==> config.mk <==
export PLATFORM = sky130hd
export DESIGN_NAME = spi_master_ctrl
export DESIGN_NICKNAME = d
export VERILOG_FILES = /design/src/rtl/spi_master_ctrl.sv
export SDC_FILE = /design/constraint.sdc
export NUM_CORES = 1
export LEC_CHECK = 0
export CORE_MARGIN = 10
export CORE_UTILIZATION = 45
export DETAILED_ROUTE_END_ITERATION = 6
export GPL_TIMING_DRIVEN = 0
export PLACE_DENSITY_LB_ADDON = 0.05
export SYNTH_ARGS = -nofsm -noshare
export SYNTH_HDL_FRONTEND = slang
export SYNTH_SLANG_ARGS = --single-unit
==> constraint.sdc <==
create_clock -name clk -period 4.4 [get_ports clk]
set_input_delay 1.1 -clock clk [delete_from_list [all_inputs] [get_ports clk]]
set_output_delay 1.1 -clock clk [all_outputs]
set_load 0.005 [all_outputs]
==> src/rtl/spi_master_ctrl.sv <==
// SPI master: one full-duplex MSB-first transfer per accepted command; optional SPI_MASTER_LOOPBACK_EN adds lpbk.
// Latency: accept-to-done 1 + CS_SETUP + 2*DATA_W*CLK_DIV + CS_HOLD clk cycles, all outputs registered.
// Backpressure: tx_ready only in IDLE; tx_valid while a transfer is in flight is dropped, not queued.
module spi_master_ctrl #(
    parameter int DATA_W   = 32,
    parameter int CLK_DIV  = 4,
    parameter int CS_SETUP = 2,
    parameter int CS_HOLD  = 2,
    parameter int CS_IDLE  = 2
) (
    input  logic              clk,
    input  logic              rst,
    input  logic              tx_valid,
    output logic              tx_ready,
    input  logic [DATA_W-1:0] tx_data,
    output logic [DATA_W-1:0] rx_data,
    output logic              done,
    output logic              busy,
    output logic              sck,
    output logic              csn,
    output logic              si,
    input  logic              so
`ifdef SPI_MASTER_LOOPBACK_EN
    ,
    input  logic              lpbk
`endif
);

    localparam int M1     = (CLK_DIV > CS_SETUP) ? CLK_DIV : CS_SETUP;
    localparam int M2     = (CS_HOLD > CS_IDLE) ? CS_HOLD : CS_IDLE;
    localparam int PH_MAX = (M1 > M2) ? M1 : M2;
    localparam int PH_W   = $clog2(PH_MAX) + 1;
    localparam int BIT_W  = $clog2(DATA_W) + 1;

    localparam logic [PH_W-1:0]  SETUP_LD = PH_W'(CS_SETUP - 1);
    localparam logic [PH_W-1:0]  DIV_LD   = PH_W'(CLK_DIV - 1);
    // The trailing low half-period after the last fall is folded into the hold window.
    localparam logic [PH_W-1:0]  HOLD_LD  = PH_W'(CLK_DIV + CS_HOLD - 1);
    localparam logic [PH_W-1:0]  GAP_LD   = PH_W'(CS_IDLE - 1);
    localparam logic [BIT_W-1:0] LAST_BIT = BIT_W'(DATA_W - 1);

    typedef enum logic [2:0] {IDLE, SETUP, SHIFT_LO, SHIFT_HI, HOLD, GAP} state_t;

    state_t            state;
    logic [PH_W-1:0]   ph;
    logic [BIT_W-1:0]  bit_k;
    logic [DATA_W-1:0] tx_sr;
    logic [DATA_W-1:0] rx_sr;
    logic              rx_bit;

`ifdef SPI_MASTER_LOOPBACK_EN
    logic lpbk_q;
    assign rx_bit = lpbk_q ? si : so;
`else
    assign rx_bit = so;
`endif

    always_ff @(posedge clk) begin
        if (rst) begin
            state    <= IDLE;
            ph       <= '0;
            bit_k    <= '0;
            tx_sr    <= '0;
            rx_sr    <= '0;
            rx_data  <= '0;
            tx_ready <= 1'b1;
            busy     <= 1'b0;
            done     <= 1'b0;
            sck      <= 1'b0;
            csn      <= 1'b1;
            si       <= 1'b0;
`ifdef SPI_MASTER_LOOPBACK_EN
            lpbk_q   <= 1'b0;
`endif
        end else begin
            done <= 1'b0;
            case (state)
                IDLE: begin
                    if (tx_valid && tx_ready) begin
                        tx_sr    <= tx_data;
                        si       <= tx_data[DATA_W-1];
                        csn      <= 1'b0;
                        bit_k    <= '0;
                        ph       <= SETUP_LD;
                        tx_ready <= 1'b0;
                        busy     <= 1'b1;
`ifdef SPI_MASTER_LOOPBACK_EN
                        lpbk_q   <= lpbk;
`endif
                        state    <= SETUP;
                    end
                end
                SETUP, SHIFT_LO: begin
                    if (ph == '0) begin
                        sck   <= 1'b1;
                        si    <= tx_sr[DATA_W-1];
                        ph    <= DIV_LD;
                        state <= SHIFT_HI;
                    end else begin
                        ph <= ph - 1'b1;
                    end
                end
                SHIFT_HI: begin
                    if (ph == '0) begin
                        // Falling edge: slave captures si now, so has been stable for a half-period.
                        sck   <= 1'b0;
                        rx_sr <= {rx_sr[DATA_W-2:0], rx_bit};
                        tx_sr <= {tx_sr[DATA_W-2:0], 1'b0};
                        if (bit_k == LAST_BIT) begin
                            ph    <= HOLD_LD;
                            state <= HOLD;
                        end else begin
                            bit_k <= bit_k + 1'b1;
                            ph    <= DIV_LD;
                            state <= SHIFT_LO;
                        end
                    end else begin
                        ph <= ph - 1'b1;
                    end
                end
                HOLD: begin
                    if (ph == '0) begin
                        csn     <= 1'b1;
                        rx_data <= rx_sr;
                        done    <= 1'b1;
                        ph      <= GAP_LD;
                        state   <= GAP;
                    end else begin
                        ph <= ph - 1'b1;
                    end
                end
                GAP: begin
                    if (ph == '0) begin
                        tx_ready <= 1'b1;
                        busy     <= 1'b0;
                        state    <= IDLE;
                    end else begin
                        ph <= ph - 1'b1;
                    end
                end
                default: state <= IDLE;
            endcase
        end
    end

endmodule

==> summary.md <==
| Metric | Value |
|---|---|
| Status | completed |
| Most Crowded Layer GR | met2 |
| Initial DRC Count | 203 |
| Leading cell type by number of instances after synthesis | nand2_1 |
| Gp weighted congestion | 0.823 |
| Gr usage total | 16.0% |
| Pre-antenna DRT Iters | 6 |
| DP Wirelength | 8.25 mm |
| Core Box Area | 10200 sq um |
| Leading area contributor after synthesis | dfxtp_1 |
| Post-synth EDFFs | 0 |
| Post-synthesis sequential area ratio | 48.5% |
| Worst EP required | 4.78 ns |
| Initial Utilization | 46.0% |
| Top post-synthesis cells by area | dfxtp_1 49%, nand2_1 15%, a21oi_1 8.1%, a311oi_2 6.4%, nor2_1 3.2% |
| Final Max Tran Viols | 0 |
| Main synth FF type | dfxtp_1 |
| Met1 Usage GRT | 19.4% |
| CTS Buf Count | 17 |
| CP startpoint kind | input pin |
| Clk buf depth | 2 |
| Clock Latency Late Sink | 0.52 ns |
| Hold_buf cts | 0 |
| Setup Skew | 0.00742 ns |
| Fillers | 922 |
| WL/cell | 14.1 um |
| Grt met3 use | 5.33% |
| Post-cts sizing count | 0 |
| Diodes inserted | 0 |
| Async SR Flop Fraction | 0% |
| Worst vdd ir | 0.000266 V |
| Synthesis-stage register bit count | 114 |
| Clock Root Buffer | clkbuf_8 |
| Synth cell count leaders | 194 x nand2_1, 114 x dfxtp_1, 76 x a21oi_1 |
| Nets | 709 |
| Routing usage on met2 | 26.4% |
| Die Wd | 122 um |
| Netlist cell types | 45 |
| Mapped Area | 4700 sq um |
| Total gr overflow | 0 |
| Data arrival, critical path | 3.06 ns |
| Sum of negative setup slack | 0 ns |
| Antenna Violating Nets Remaining | 0 |
| Fmax | 0.373 GHz |
| Buffers on Ports | 73 |
| Flop-to-flop setup slack | 2.28 ns |
| RSZ-0062 raised after global routing | no |
| Ports | 74 |
| DRC Markers | 0 |
| Final Hold Fails | 0 |
| Post-Syn Area per Cell | 8.13 sq um |
| Floorplan die height | 122 um |
| Layout cells sized above 1 | 10.8% |
| Type of destination of the critical path | flop |
| CTS HTree Levels | 4 |
| Synth top area share | 48.5% |
| Worst-Margin Slew | 0.700 ns |
| Relative slew margins | 53.3% |
| Syn_nets | 617 |
| Worst-path maximum fanout | 10 |
| CTS tree | done |
| Largest net degree at the start of global routing | 17 |
| Max-Cap Viols | 0 |
| Leakage | 2.17 nW |
| Mapped Cells | 578 |
| Antenna violations before repair | 0 |
| CTS sink count | 114 |
| Hold slack | 0.451 ns |
| Worst-path clk slew | 0.06 ns |
| First-pass GRT wire length | 19.7 mm |
| FP Rows | 37 |
| Vias per inst | 5.15 |
| Routed WL | 11.5 mm |
| Via count | 4220 |
| Hold Path Class | flop to flop |
| Die Area | 14900 sq um |
| Setup Viol. Count Final | 0 |
| Critical path class | input pin to flop |
| Post-CTS setup buffer count | 0 |
| PD cells | 479 nW/um^2 |
| Syn-to-layout area delta | 32.1% |
| Period utilization | 60.9% |
| Vias in the first global route | 4222 |
| Ys Warns | 0 |
| Tmin final | 2.68 ns |
-- cell type report --
| type | count | area, sq um | share of cell area, % |
|---|---|---|---|
| tap | 136 | 170 | 2.74 |
| sequential | 114 | 2280 | 36.7 |
| timing repair buffer | 73 | 731 | 11.8 |
| inverter | 5 | 18.8 | 0.302 |
| buffer | 46 | 221 | 3.57 |
| clock buffer | 17 | 414 | 6.67 |
| clock inverter | 15 | 194 | 3.12 |
| multi-input combinational | 413 | 2180 | 35.1 |
-- worst paths after layout --
check | startpoint | endpoint | cells past startpoint
setup / recovery | rst | rx_data[14]$_SDFFE_PP0P_ | 5
hold / removal | rx_data[7]$_SDFFE_PP0P_ | rx_data[7]$_SDFFE_PP0P_ | 2
setup reg to reg | ph[0]$_SDFFE_PP0P_ | rx_data[3]$_SDFFE_PP0P_ | 8
hold reg to reg | rx_data[7]$_SDFFE_PP0P_ | rx_data[7]$_SDFFE_PP0P_ | 2
-- kinds of logic (layout without fill, tap and decap cells) --
kind of cell	after synthesis	in the layout	synth area share, %
flip-flops	114	114	48.5
adder cells (fa/ha/maj)	4	4	1.01
AND/OR/NAND/NOR	273	273	23.8
multiplexers	1	1	0.213
buffers and inverters	51	156	5.11
AO/OA/AOI/OAI	132	132	20.8
XOR/XNOR	3	3	0.559
-- through the flow --
step	total power, mW	instances	setup slack, ns	area (sq um)	util (%)
5_1_grt	3.11	819	1.56	6210	60.7
3_5_place_dp	1.59	787	1.14	5600	54.8
4_1_cts	3.00	819	1.69	6210	60.7
2_1_floorplan	1.46	578	2.33	4700	-
3_3_place_gp	1.58	787	1.19	5600	54.8
6_report	2.98	819	1.72	6210	60.7
-- layout by cell type, fill, tap and decap left out, types with 8 or more instances in the layout --
master	count
clkbuf_1	28
nor2_1	40
a311oi_2	20
buf_4	8
clkbuf_16	16
clkdlybuf4s50_1	73
nor3_1	9
a311oi_1	11
buf_2	9
dfxtp_1	114
a21oi_1	76
nand2_1	194
-- worst max-delay path, stage by stage --
cell and delay [ns]:
clkdlybuf4s50_1 0.47, clkbuf_1 0.41, clkbuf_1 0.52, clkbuf_1 0.47, a21oi_1 0.08
-- layer usage --
metal | vias up | wire, um
li1 | 2151 | -
met1 | 1968 | 5270
met2 | 95 | 5500
met3 | 6 | 641
met4 | 0 | 115
met5 | - | 0
-- power by group --
part	switching (mW)	internal [mW]	leakage, nW
Clock	0.524	0.880	0.294
Sequential	0.0382	1.10	0.927
Combinational	0.245	0.187	0.947
Total	0.807	2.17	2.17
-- flip-flops by register name, summed over array words and instances (netlist names) --
register,count
tx_ready,1
done,1
sck,1
busy,1
rx_data,32
ph,3
rx_sr,32
csn,1
tx_sr,32
si,1
bit_k,6
state,3
Power figures use the tool's default switching activity.
